File: config.mk
export PLATFORM = sky130hd
export DESIGN_NAME = fetch_stage
export DESIGN_NICKNAME = d
export VERILOG_FILES = /design/src/rtl/fetch_stage.sv
export SDC_FILE = /design/constraint.sdc
export NUM_CORES = 1
export LEC_CHECK = 0
export BUFFER_PORTS_ARGS = -buffer_cell sky130_fd_sc_hd__buf_2
export CAP_MARGIN = 20
export CORE_ASPECT_RATIO = 0.8
export CORE_MARGIN = 4
export CORE_UTILIZATION = 34
export DETAILED_ROUTE_END_ITERATION = 8
export HOLD_SLACK_MARGIN = 0.12
export MAX_ROUTING_LAYER = met4
export SLEW_MARGIN = 20
export SYNTH_ARGS = -nofsm -noshare
export SYNTH_HDL_FRONTEND = slang
export SYNTH_SLANG_ARGS = --single-unit
File: constraint.sdc
create_clock -name clk -period 2.3 [get_ports clk]
set_clock_uncertainty 0.1 [all_clocks]
set_input_delay 0.23 -clock clk [delete_from_list [all_inputs] [get_ports clk]]
set_output_delay 0.23 -clock clk [all_outputs]
set_load 0.01 [all_outputs]
File: src/rtl/fetch_stage.sv
// -----------------------------------------------------------------------------
// fetch_stage
//
// Instruction-fetch stage feeding the IF/ID pipeline register. Owns the
// program counter, issues one instruction-memory request at a time over a
// req/gnt/rvalid handshake and hands each fetched {PC, instruction} pair to
// IF/ID with a one-cycle load strobe. Honours stalls from the hazard unit,
// takes PC redirects from branch/jump resolution and throws away responses
// that a redirect has made stale.
//
// Parameters
//   RESET_PC       PC loaded on reset (word aligned)
//   PC_STEP        sequential PC increment in bytes
//
// Ports
//   clk            rising-edge clock
//   reset          asynchronous active-low reset
//   stall_if       IF/ID cannot accept an instruction this cycle
//   redirect_valid take redirect_pc as the next fetch PC
//   redirect_pc    branch/jump target (low two bits ignored)
//   imem_req       fetch request (only while idle and out of reset)
//   imem_addr      word-aligned fetch address
//   imem_gnt       memory accepted the request this cycle
//   imem_rvalid    read data valid
//   imem_rdata     instruction word
//   out_PC         PC of the delivered instruction
//   out_IM         delivered instruction
//   out_valid      one-cycle load strobe for IF/ID
// -----------------------------------------------------------------------------
module fetch_stage #(
   parameter logic [31:0] RESET_PC = 32'h0000_0000,
   parameter int unsigned PC_STEP  = 4
) (
   input  logic        clk,
   input  logic        reset,
   input  logic        stall_if,
   input  logic        redirect_valid,
   input  logic [31:0] redirect_pc,
   output logic        imem_req,
   output logic [31:0] imem_addr,
   input  logic        imem_gnt,
   input  logic        imem_rvalid,
   input  logic [31:0] imem_rdata,
   output logic [31:0] out_PC,
   output logic [31:0] out_IM,
   output logic        out_valid
);

   localparam logic [31:0] PC_INC = 32'(PC_STEP);

   // REQ     : request may be issued this cycle
   // WAIT    : request granted, response still owed and still wanted
   // DISCARD : response still owed but made stale by a redirect
   // HOLD    : response captured while IF/ID was stalled
   typedef enum logic [1:0] {
      ST_REQ     = 2'd0,
      ST_WAIT    = 2'd1,
      ST_DISCARD = 2'd2,
      ST_HOLD    = 2'd3
   } state_t;

   // Clears the byte-offset bits so every fetch address is word aligned.
   function automatic logic [31:0] f_word_align(input logic [31:0] addr);
      f_word_align = addr & 32'hFFFF_FFFC;
   endfunction

   // Sequential successor; wraps modulo 2^32 through the fixed 32-bit width.
   function automatic logic [31:0] f_seq_pc(input logic [31:0] pc);
      f_seq_pc = pc + PC_INC;
   endfunction

   state_t      r_state;
   logic [31:0] r_pc;
   logic [31:0] r_hold_pc;
   logic [31:0] r_hold_im;
   logic [31:0] r_out_pc;
   logic [31:0] r_out_im;
   logic        r_out_valid;

   logic [31:0] w_redirect_pc;

   assign w_redirect_pc = f_word_align(redirect_pc);

   // The request is a decode of the state register; gating with reset keeps
   // it low for the whole time reset is held, not just until the first edge.
   assign imem_req  = reset & (r_state == ST_REQ);
   assign imem_addr = f_word_align(r_pc);

   assign out_PC    = r_out_pc;
   assign out_IM    = r_out_im;
   assign out_valid = r_out_valid;

   // Fetch control FSM together with PC, hold buffer and IF/ID output registers.
   always_ff @(posedge clk or negedge reset) begin
      if (!reset) begin
         r_state     <= ST_REQ;
         r_pc        <= f_word_align(RESET_PC);
         r_hold_pc   <= 32'h0000_0000;
         r_hold_im   <= 32'h0000_0000;
         r_out_pc    <= 32'h0000_0000;
         r_out_im    <= 32'h0000_0000;
         r_out_valid <= 1'b0;
      end else begin
         // Strobe is a single-cycle pulse; the data registers keep their value.
         r_out_valid <= 1'b0;

         case (r_state)
            ST_REQ: begin
               if (redirect_valid) begin
                  r_pc <= w_redirect_pc;
                  // A grant taken alongside a redirect fetched the old PC.
                  if (imem_gnt) begin
                     r_state <= ST_DISCARD;
                  end else begin
                     r_state <= ST_REQ;
                  end
               end else if (imem_gnt) begin
                  r_state <= ST_WAIT;
               end else begin
                  r_state <= ST_REQ;
               end
            end

            ST_WAIT: begin
               if (redirect_valid) begin
                  r_pc <= w_redirect_pc;
                  // Response arriving now is simply dropped; otherwise it is
                  // still owed and must be absorbed in DISCARD.
                  if (imem_rvalid) begin
                     r_state <= ST_REQ;
                  end else begin
                     r_state <= ST_DISCARD;
                  end
               end else if (imem_rvalid) begin
                  if (stall_if) begin
                     r_hold_pc <= r_pc;
                     r_hold_im <= imem_rdata;
                     r_state   <= ST_HOLD;
                  end else begin
                     r_out_pc    <= r_pc;
                     r_out_im    <= imem_rdata;
                     r_out_valid <= 1'b1;
                     r_pc        <= f_seq_pc(r_pc);
                     r_state     <= ST_REQ;
                  end
               end else begin
                  r_state <= ST_WAIT;
               end
            end

            ST_DISCARD: begin
               if (redirect_valid) begin
                  r_pc <= w_redirect_pc;
               end else begin
                  r_pc <= r_pc;
               end
               if (imem_rvalid) begin
                  r_state <= ST_REQ;
               end else begin
                  r_state <= ST_DISCARD;
               end
            end

            ST_HOLD: begin
               if (redirect_valid) begin
                  r_hold_pc <= 32'h0000_0000;
                  r_hold_im <= 32'h0000_0000;
                  r_pc      <= w_redirect_pc;
                  r_state   <= ST_REQ;
               end else if (!stall_if) begin
                  r_out_pc    <= r_hold_pc;
                  r_out_im    <= r_hold_im;
                  r_out_valid <= 1'b1;
                  r_pc        <= f_seq_pc(r_hold_pc);
                  r_state     <= ST_REQ;
               end else begin
                  r_state <= ST_HOLD;
               end
            end

            default: begin
               r_state <= ST_REQ;
            end
         endcase
      end
   end

endmodule

== Yosys cells after proc, flatten, opt, wreduce, memory -nomap -nowiden ==
Cells that the tools add are included.
W data, S select, Z words.

* Register bits: 163
* Bits in latches: 0
* Memory bits (writable): 0
* Memory bits (read-only): 0
* Input bits: 70
* Output and inout port bits: 98
* Logic and storage cells: 72
* Memories: 0

* Add/sub/neg operators: 2
* $mul: 0
* Divide/modulo/power cells: 0
* $lt $le $gt $ge: 0
* Eq/ne operators: 14
* Shift operators: 0
* Multiplexer cells: 42
* Bitwise logic cells: 1
* Reductions and logical operators: 6

{| class="wikitable"
|+ Operators with widths
! cell !! count
|-
| $mux W32 || 23
|-
| $pmux W32 S2 || 4
|-
| $pmux W32 S3 || 1
|-
| $add A32 B3 Y32 const B || 2
|-
| $mux W2 || 7
|-
| $ne A2 B2 Y1 const B || 7
|-
| $ne A3 B3 Y1 const B || 3
|-
| $pmux W2 S4 || 1
|-
| $reduce_and A6 Y1 || 1
|-
| $mux W1 || 5
|-
| $reduce_and A5 Y1 || 1
|-
| $eq A2 B2 Y1 const B || 2
|-
| $reduce_and A4 Y1 || 1
|-
| $eq A2 B1 Y1 const B || 1
|-
| $logic_not A2 Y1 || 1
|-
| $ne A2 B1 Y1 const B || 1
|-
| $pmux W1 S2 || 1
|-
| $reduce_bool A2 Y1 || 1
|-
| $reduce_or A2 Y1 || 1
|-
| $and A1 B1 Y1 || 1
|}

== Depth between registers and ports, before layout ==
Gate-level depths: netlist of run 1.

* Word-level depth: 5
* Gate-level depth with buffers: 9
* Mapped depth without buffers: 7

== Worst setup path after synthesis of run 1 ==
No wires, ideal clock.

* Path type: reg-to-reg
* Start: register r_hold_pc[5]
* End: register r_pc[19]
* Library setup time: 0.131 ns
* Arrival: 1.860 ns
* Required time: 2.069 ns
* Path slack: 0.208 ns
* Cell stages (with the launch flop): 8
* Path buffers: 1
* Period minus slack after synthesis: 2.092 ns
* Path through: dfrtp_1 -> buf_2 -> nand3_1 -> or4_1 -> nor3_1 -> xor2_1 -> a221oi_1 -> a21oi_2

* Longest elaborated chain between the ends: 4

{| class="wikitable"
|+ RTL lines
! item !! line !! text
|-
| start: declaration || 74 || <nowiki>logic [31:0] r_hold_pc;</nowiki>
|-
| start signal: assignment || 136 || <nowiki>r_hold_pc <= r_pc;</nowiki>
|-
| $add A32 B3 Y32 || 69 || <nowiki>f_seq_pc = pc + PC_INC;</nowiki>
|-
| $mux W32 || 170 || <nowiki>end else if (!stall_if) begin</nowiki>
|-
| $mux W32 || 165 || <nowiki>if (redirect_valid) begin</nowiki>
|-
| $pmux W32 S3 || 107 || <nowiki>case (r_state)</nowiki>
|-
| end signal: assignment || 110 || <nowiki>r_pc <= w_redirect_pc;</nowiki>
|-
| end signal: assignment || 168 || <nowiki>r_pc <= w_redirect_pc;</nowiki>
|-
| end signal: assignment || 174 || <nowiki>r_pc <= f_seq_pc(r_hold_pc);</nowiki>
|-
| end: declaration || 73 || <nowiki>logic [31:0] r_pc;</nowiki>
|}

Every way passes these cells. The select of a mux whose other input is x is not followed.
A chain may end at the register's enable or synchronous reset.

== Worst setup path after layout of run 1 ==
* Start: register r_pc[5]
* End: register r_pc[19]

* Longest elaborated chain between the ends: 5

{| class="wikitable"
|+ RTL lines
! item !! line !! text
|-
| start signal: assignment || 97 || <nowiki>r_pc <= f_word_align(RESET_PC);</nowiki>
|-
| start signal: assignment || 110 ||
|-
| start signal: assignment || 126 || <nowiki>r_pc <= w_redirect_pc;</nowiki>
|-
| $add A32 B3 Y32 || 69 ||
|-
| $mux W32 || 135 || <nowiki>if (stall_if) begin</nowiki>
|-
| $mux W32 || 134 || <nowiki>end else if (imem_rvalid) begin</nowiki>
|-
| $mux W32 || 125 || <nowiki>if (redirect_valid) begin</nowiki>
|-
| $pmux W32 S3 || 107 ||
|}

Every way passes these cells. The select of a mux whose other input is x is not followed.

==> results.py, run 1 <==
metrics = {
    "timing": {
        "setup_violations": 0,
        "drv_slew": 0,
        "timing.fmax_mhz": 458,
        "hold_viol": 0,
        "tightestPinTransition_ns": 0.532,
        "period_share_pct": 94.9,
        "holdWs_ns": 0.132,
        "slew_headroom_pct": 64.5,
        "finalCriticalPeriod_ns": 2.18,
        "rsz0062_at_grt": "true",
        "fin_tns_setup_ns": 0,
    },
    "worst_setup_path": {
        "endpoint_kind": "flop",
        "worst-r2r-cell-count": 7,
        "worstPathMaxFanout": 9,
        "critPathRequiredTime_ns": 2.55,
        "path_depth": 7,
        "arrival_ns": 2.43,
        "crit_family": "simple AND/OR/NAND/NOR gates",
        "cp_slowest_cell": "dfrtp_1",
        "cp-start-kind": "flop",
        "path_buf_inv": 1,
        "crit_type": "flop to flop",
        "cp_cell_sequence": "nand3_1 > nor4_4 > buf_12 > nand2_2 > or4_1 > o21a_1 > a21oi_2",
        "cp_slowest_stage_delay_ns": 0.46,
    },
    "clock_network": {
        "cts_sinks": 163,
        "worstSkewPairLatency_ns": 0.43,
        "cts_post_setup_buffers_inserted": 0,
        "clockRootBuffer": "clkbuf_16",
        "clockBufferDepth": 2,
        "cts_max_level": 4,
        "numCtsBuffers": 17,
        "cts_tree": "yes",
        "clkTransAtPathRegs_ns": 0.08,
    },
    "logic_synthesis": {
        "synth_area_leader_cell": "dfrtp_1",
        "syn-cell-area_um2": 8530,
        "synth_edf_count": 0,
        "syn_avg_cell_area_um2": 8.61,
        "synth_cell_type_count": 63,
        "synth.area.top_cells": "dfrtp_1 (48%), nand2_1 (11%), o21ai_0 (6.2%)",
        "ys_seq_elements": 163,
        "synthArstFlopShare_pct": 100,
        "synthFlopType": "dfrtp_1",
        "syn_inst": 991,
        "synth_top_area_share_pct": 47.8,
        "yosysWarnings": 0,
        "ys_seq_area_share_pct": 47.8,
    },
    "floorplan": {
        "die_w_um": 185,
        "start_util_pct": 34.8,
        "dieHeight_um": 150,
        "row_count": 51,
        "core_um2": 24500,
        "dieArea_um2": 27700,
        "ioPinCount": 168,
    },
    "drt": {
        "post_drt_wl_per_cell_um": 17.0,
        "drcViolationCount": 0,
        "postRouteAntennaNets": 0,
        "dr.pass1.iters": 7,
        "routed_wl_um": 26200,
        "via_count": 7906,
        "drtIter0Drc": 638,
        "vias_per_cell": 5.13,
    },
    "power": {
        "totalPowerFinal_w": 0.0108,
        "ir_worst_vdd_mv": 0.506,
        "leakagePower_nw": 5.49,
        "power.density_nw_per_um2": 976,
    },
    "layout": {
        "seq_area_um2": 4080,
        "layout-drive-gt1-share_pct": 22.5,
        "fin_nets": 1281,
        "multi_input_area_um2": 3950,
        "final_common_cell": "nand2_1",
        "diodes": 0,
        "final_area_um2": 11100,
        "area_growth_syn_to_layout_pct": 30.1,
        "final.fill_count": 2417,
        "final_cell_mix": "nand2_1 (236), buf_2 (162), dfrtp_1 (162)",
    },
    "placement": {
        "gp_routability_congestion": 0.879,
        "dp_hpwl_um": 17700,
        "io_buffers": 163,
        "postPlaceCellArea_um2": 9800,
    },
    "global_route": {
        "gr-total-overflow": 0,
        "grt_pass1_wl_um": 42000,
        "grt_usage_pct": 19.7,
        "grt_max_degree": 107,
        "antenna_found_initial": 0,
        "first_global_vias": 7651,
    },
    "outcome": {
        "status": "finished clean",
    },
    "flow_run": {
        "max_cap_violations": 0,
    },
    "min_path": {
        "hp-class": "input pin to asynchronous set/reset pin",
    },
}
-- layer usage --
metal,GRT usage [%],wire length [um],vias to the layer above
li1,-,-,3833
met1,28.7,12600,3818
met5,-,0,-
met2,28.6,11500,240
met4,3.93,231,0
met3,4.01,1870,15
-- cell type report --
cell class                 instances  share of cell area (%)
sequential                       163                    36.7
clock buffer                      19                    3.99
multi-input combinational        726                    35.5
clock inverter                    13                    1.34
inverter                           8                   0.270
timing repair buffer             293                    18.6
tap                              318                    3.58
-- cells in the mapped netlist, types with 4 or more instances --
cell,count
nand2_1,239
dfrtp_1,163
o21ai_0,106
a21oi_1,85
a21o_1,60
clkbuf_1,47
nor2_1,41
buf_4,34
nand3_1,25
xnor2_1,23
xor2_1,19
nand4_1,16
a31oi_1,8
nor3_1,8
and2_1,7
and3_1,7
inv_1,7
mux2i_1,7
buf_1,6
nor4_1,6
buf_2,5
o211ai_1,4
o31ai_1,4
or3_1,4
-- metrics by stage --
stage	setup WS, ns	util (%)	cells
2_1_floorplan	0.208	-	992
3_3_place_gp	0.170	40.0	1438
3_5_place_dp	0.130	40.0	1438
4_1_cts	0.0800	45.3	1540
5_1_grt	-0.0696	45.3	1540
6_report	0.118	45.3	1540
-- power by group --
part           switching [W]  internal (W)
Sequential          0.000810       0.00391
Combinational        0.00169       0.00149
Clock                0.00130       0.00165
-- flip-flops by register name, indices dropped and copies added, names as in the netlist --
| register | count |
|---|---|
| out_IM | 32 |
| r_hold_pc | 32 |
| r_state | 2 |
| r_pc | 32 |
| out_PC | 32 |
| out_valid | 1 |
| r_hold_im | 32 |
-- logic make-up after synthesis --
| family | after synthesis | synth area share (%) |
|---|---|---|
| AND/OR/NAND/NOR | 374 | 19.4 |
| adder cells (fa/ha/maj) | 2 | 0.293 |
| multiplexers | 8 | 0.953 |
| flip-flops | 163 | 47.8 |
| XOR/XNOR | 42 | 4.31 |
| AO/OA/AOI/OAI | 298 | 20.8 |
| buffers and inverters | 103 | 6.39 |
| other | 1 | 0.0439 |
-- final timing paths --
path                                      from            end  slack [ns]
worst max register to register         r_pc[5]       r_pc[19]        0.12
max in group asynchronous                reset   r_hold_im[4]        1.16
worst max-delay path                   r_pc[5]       r_pc[19]        0.12
worst min register to register       out_IM[1]      out_IM[1]        0.37
min in group clk                redirect_valid       r_pc[29]        0.16
worst min-delay path                     reset  r_hold_pc[18]        0.13
-- repair_timing --
item,CTS,global route
hold endpoints to repair,261,0
setup endpoints to repair,0,7
hold buffers,70,0
gates resized for setup,0,4
Note: power is estimated with default switching activity, not from simulation.
==> inputs of run 2 (changes only) <==
--- a/config.mk
+++ b/config.mk
@@ -5,6 +5,7 @@
 export SDC_FILE = /design/constraint.sdc
 export NUM_CORES = 1
 export LEC_CHECK = 0
+export ABC_AREA = 1
 export BUFFER_PORTS_ARGS = -buffer_cell sky130_fd_sc_hd__buf_2
 export CAP_MARGIN = 20
 export CORE_ASPECT_RATIO = 0.8
==> run 2 against run 1 <==
  * Synthesized cell count up 44%
  * Hold slack better by 0.011 ns
  * Register-to-register slack better by 0.17 ns
  * Critical path depth fell by 4
  * Largest cell class is now multi-input gates
==> results.py, run 2 <==
metrics = {
    "timing": {
        "hold_viol": 0,
        "fin_tns_setup_ns": 0,
        "drv_slew": 0,
        "tightestPinTransition_ns": 0.618,
        "finalCriticalPeriod_ns": 2.02,
        "timing.fmax_mhz": 495,
        "setup_violations": 0,
        "setup_ws_ns": 0.281,
        "slew_headroom_pct": 58.4,
        "rsz0062_at_grt": "false",
        "period_share_pct": 87.8,
    },
    "placement": {
        "post-place-ws_ns": 0.303,
        "io_buffers": 163,
        "gp_routability_congestion": 0.947,
        "dp_hpwl_um": 22900,
    },
    "floorplan": {
        "core_um2": 28400,
        "die_w_um": 198,
        "start_util_pct": 34.7,
        "dieHeight_um": 160,
        "row_count": 55,
        "ioPinCount": 168,
        "dieArea_um2": 31800,
    },
    "worst_setup_path": {
        "arrival_ns": 1.69,
        "endpoint_kind": "output pin",
        "crit_family": "flip-flops",
        "cp_slowest_stage_delay_ns": 0.46,
        "cp-start-kind": "flop",
        "cp_cell_sequence": "buf_4 > nor3b_1 > buf_2",
        "crit_type": "flop to output pin",
        "worstPathMaxFanout": 10,
        "critPathRequiredTime_ns": 1.97,
        "cp_slowest_cell": "dfrtp_1",
        "path_buf_inv": 2,
    },
    "clock_network": {
        "cts_post_setup_buffers_inserted": 0,
        "clkTransAtPathRegs_ns": 0.07,
        "cts_tree": "yes",
        "clockRootBuffer": "clkbuf_16",
        "cts_sinks": 163,
        "clockBufferDepth": 2,
        "numCtsBuffers": 17,
        "cts_max_level": 4,
        "worstSkewPairLatency_ns": 0.44,
    },
    "logic_synthesis": {
        "synth-xor-area-share_pct": 0.178,
        "synth_edf_count": 0,
        "synth_top_area_share_pct": 41.4,
        "synthArstFlopShare_pct": 100,
        "synth.area.top_cells": "dfrtp_1 (41%), nand2_1 (20%), o21ai_0 (7.2%)",
        "synth.most_common_cell": "nand2_1",
        "syn-cell-area_um2": 9850,
        "synth_top_family_by_area": "simple AND/OR/NAND/NOR gates",
        "synth_cell_type_count": 44,
        "synthFlopType": "dfrtp_1",
        "ys_seq_elements": 163,
        "syn_inst": 1430,
        "ys_top_cells_by_count": "nand2_1 (527), dfrtp_1 (163), o21ai_0 (142)",
        "yosysWarnings": 0,
        "synthAdderAreaFrac_pct": 0.254,
        "yosys-mux-area-fraction_pct": 0,
        "synth-compound-area-share_pct": 13.1,
        "syn_avg_cell_area_um2": 6.89,
        "synth-simple-area-share_pct": 34.1,
        "synth_area_leader_cell": "dfrtp_1",
        "ys_seq_area_share_pct": 41.4,
    },
    "power": {
        "ir_worst_vdd_mv": 0.602,
        "leakagePower_nw": 5.99,
        "power.density_nw_per_um2": 1040,
    },
    "global_route": {
        "gr-total-overflow": 0,
        "grt_pass1_wl_um": 50400,
        "first_global_vias": 9054,
        "antenna_found_initial": 0,
        "grt_usage_pct": 20.5,
        "grt_max_degree": 133,
    },
    "drt": {
        "routed_wl_um": 31800,
        "drtIter0Drc": 745,
        "post_drt_wl_per_cell_um": 16.0,
        "postRouteAntennaNets": 0,
        "drcViolationCount": 0,
        "vias_per_cell": 4.92,
        "via_count": 9785,
        "dr.pass1.iters": 5,
    },
    "layout": {
        "final_cell_mix": "nand2_1 (527), dfrtp_1 (163), buf_2 (162)",
        "area_growth_syn_to_layout_pct": 23.0,
        "multi_input_area_um2": 4730,
        "final.fill_count": 2922,
        "fin_nets": 1678,
        "final_common_cell": "nand2_1",
        "seq_area_um2": 4080,
        "diodes": 0,
        "layout-drive-gt1-share_pct": 17.7,
    },
    "outcome": {
        "status": "finished clean",
    },
    "flow_run": {
        "max_cap_violations": 0,
    },
    "min_path": {
        "hp-class": "input pin to flop",
    },
}
run 2: worst register-to-register path, stage by stage (launching register included):
cell	delay, ns
dfrtp_1	0.39
ha_1	0.23
nand2_1	0.10
nor2_2	0.17
nand2_2	0.15
nor2_4	0.20
inv_2	0.07
o21ai_0	0.14
nand3_1	0.10
nand2_1	0.09
nand2_1	0.07
a21oi_2	0.12
run 2: kinds of logic (layout without fill, tap and decap cells):
group,after synthesis,in the layout
fa+ha+maj,2,2
compound gates,236,236
other cells,1,2
buf+inv,225,413
simple gates,801,801
xor+xnor,2,2
flops,163,163
run 2: what timing repair did:
item,in CTS,in global routing
resized for setup,0,0
hold endpoints to repair,258,0
hold buffers,66,0
run 2: power by group:
part           switching [W]  total (W)  internal, W
Sequential          0.000972    0.00506      0.00409
Clock                0.00140    0.00307      0.00166
Combinational        0.00285    0.00452      0.00167
Total                0.00523     0.0126      0.00742
run 2: per-stage QoR:
stage	total power (W)	instances	utilization (%)	hold slack, ns	area [um2]
2_1_floorplan	0.00782	1431	-	-0.166	9860
3_3_place_gp	0.00942	1891	38.1	0.232	10800
3_5_place_dp	0.00952	1891	38.1	0.222	10800
4_1_cts	0.0127	1989	42.6	0.123	12100
5_1_grt	0.0136	1989	42.6	0.168	12100
6_report	0.0126	1989	42.6	0.143	12100
run 2: metal layers:
layer / part of all wire [%] / track usage (%)
met5: 0 / -
met4: 0.99 / 3.97
met3: 6.3 / 3.25
met2: 44 / 30.7
met1: 49 / 29.6
run 2: layout make-up:
type	count	area share (%)
tap	370	3.82
timing repair buffer	257	14.6
multi-input combinational	1043	39.0
clock buffer	17	3.51
inverter	124	3.84
sequential	163	33.7
clock inverter	15	1.56
run 2: path summary, 6_finish.rpt:
path | from | end | slack [ns] | cells after the start
worst max-delay path | r_state[0] | imem_req | 0.28 | 3
max in group asynchronous | reset | r_pc[22] | 1.37 | 3
worst min register to register | out_IM[29] | out_IM[29] | 0.37 | 2
worst min-delay path | redirect_pc[20] | r_pc[20] | 0.14 | 4
min in group asynchronous | reset | out_IM[27] | 0.29 | 3
worst max register to register | r_hold_pc[3] | r_pc[20] | 0.29 | 11
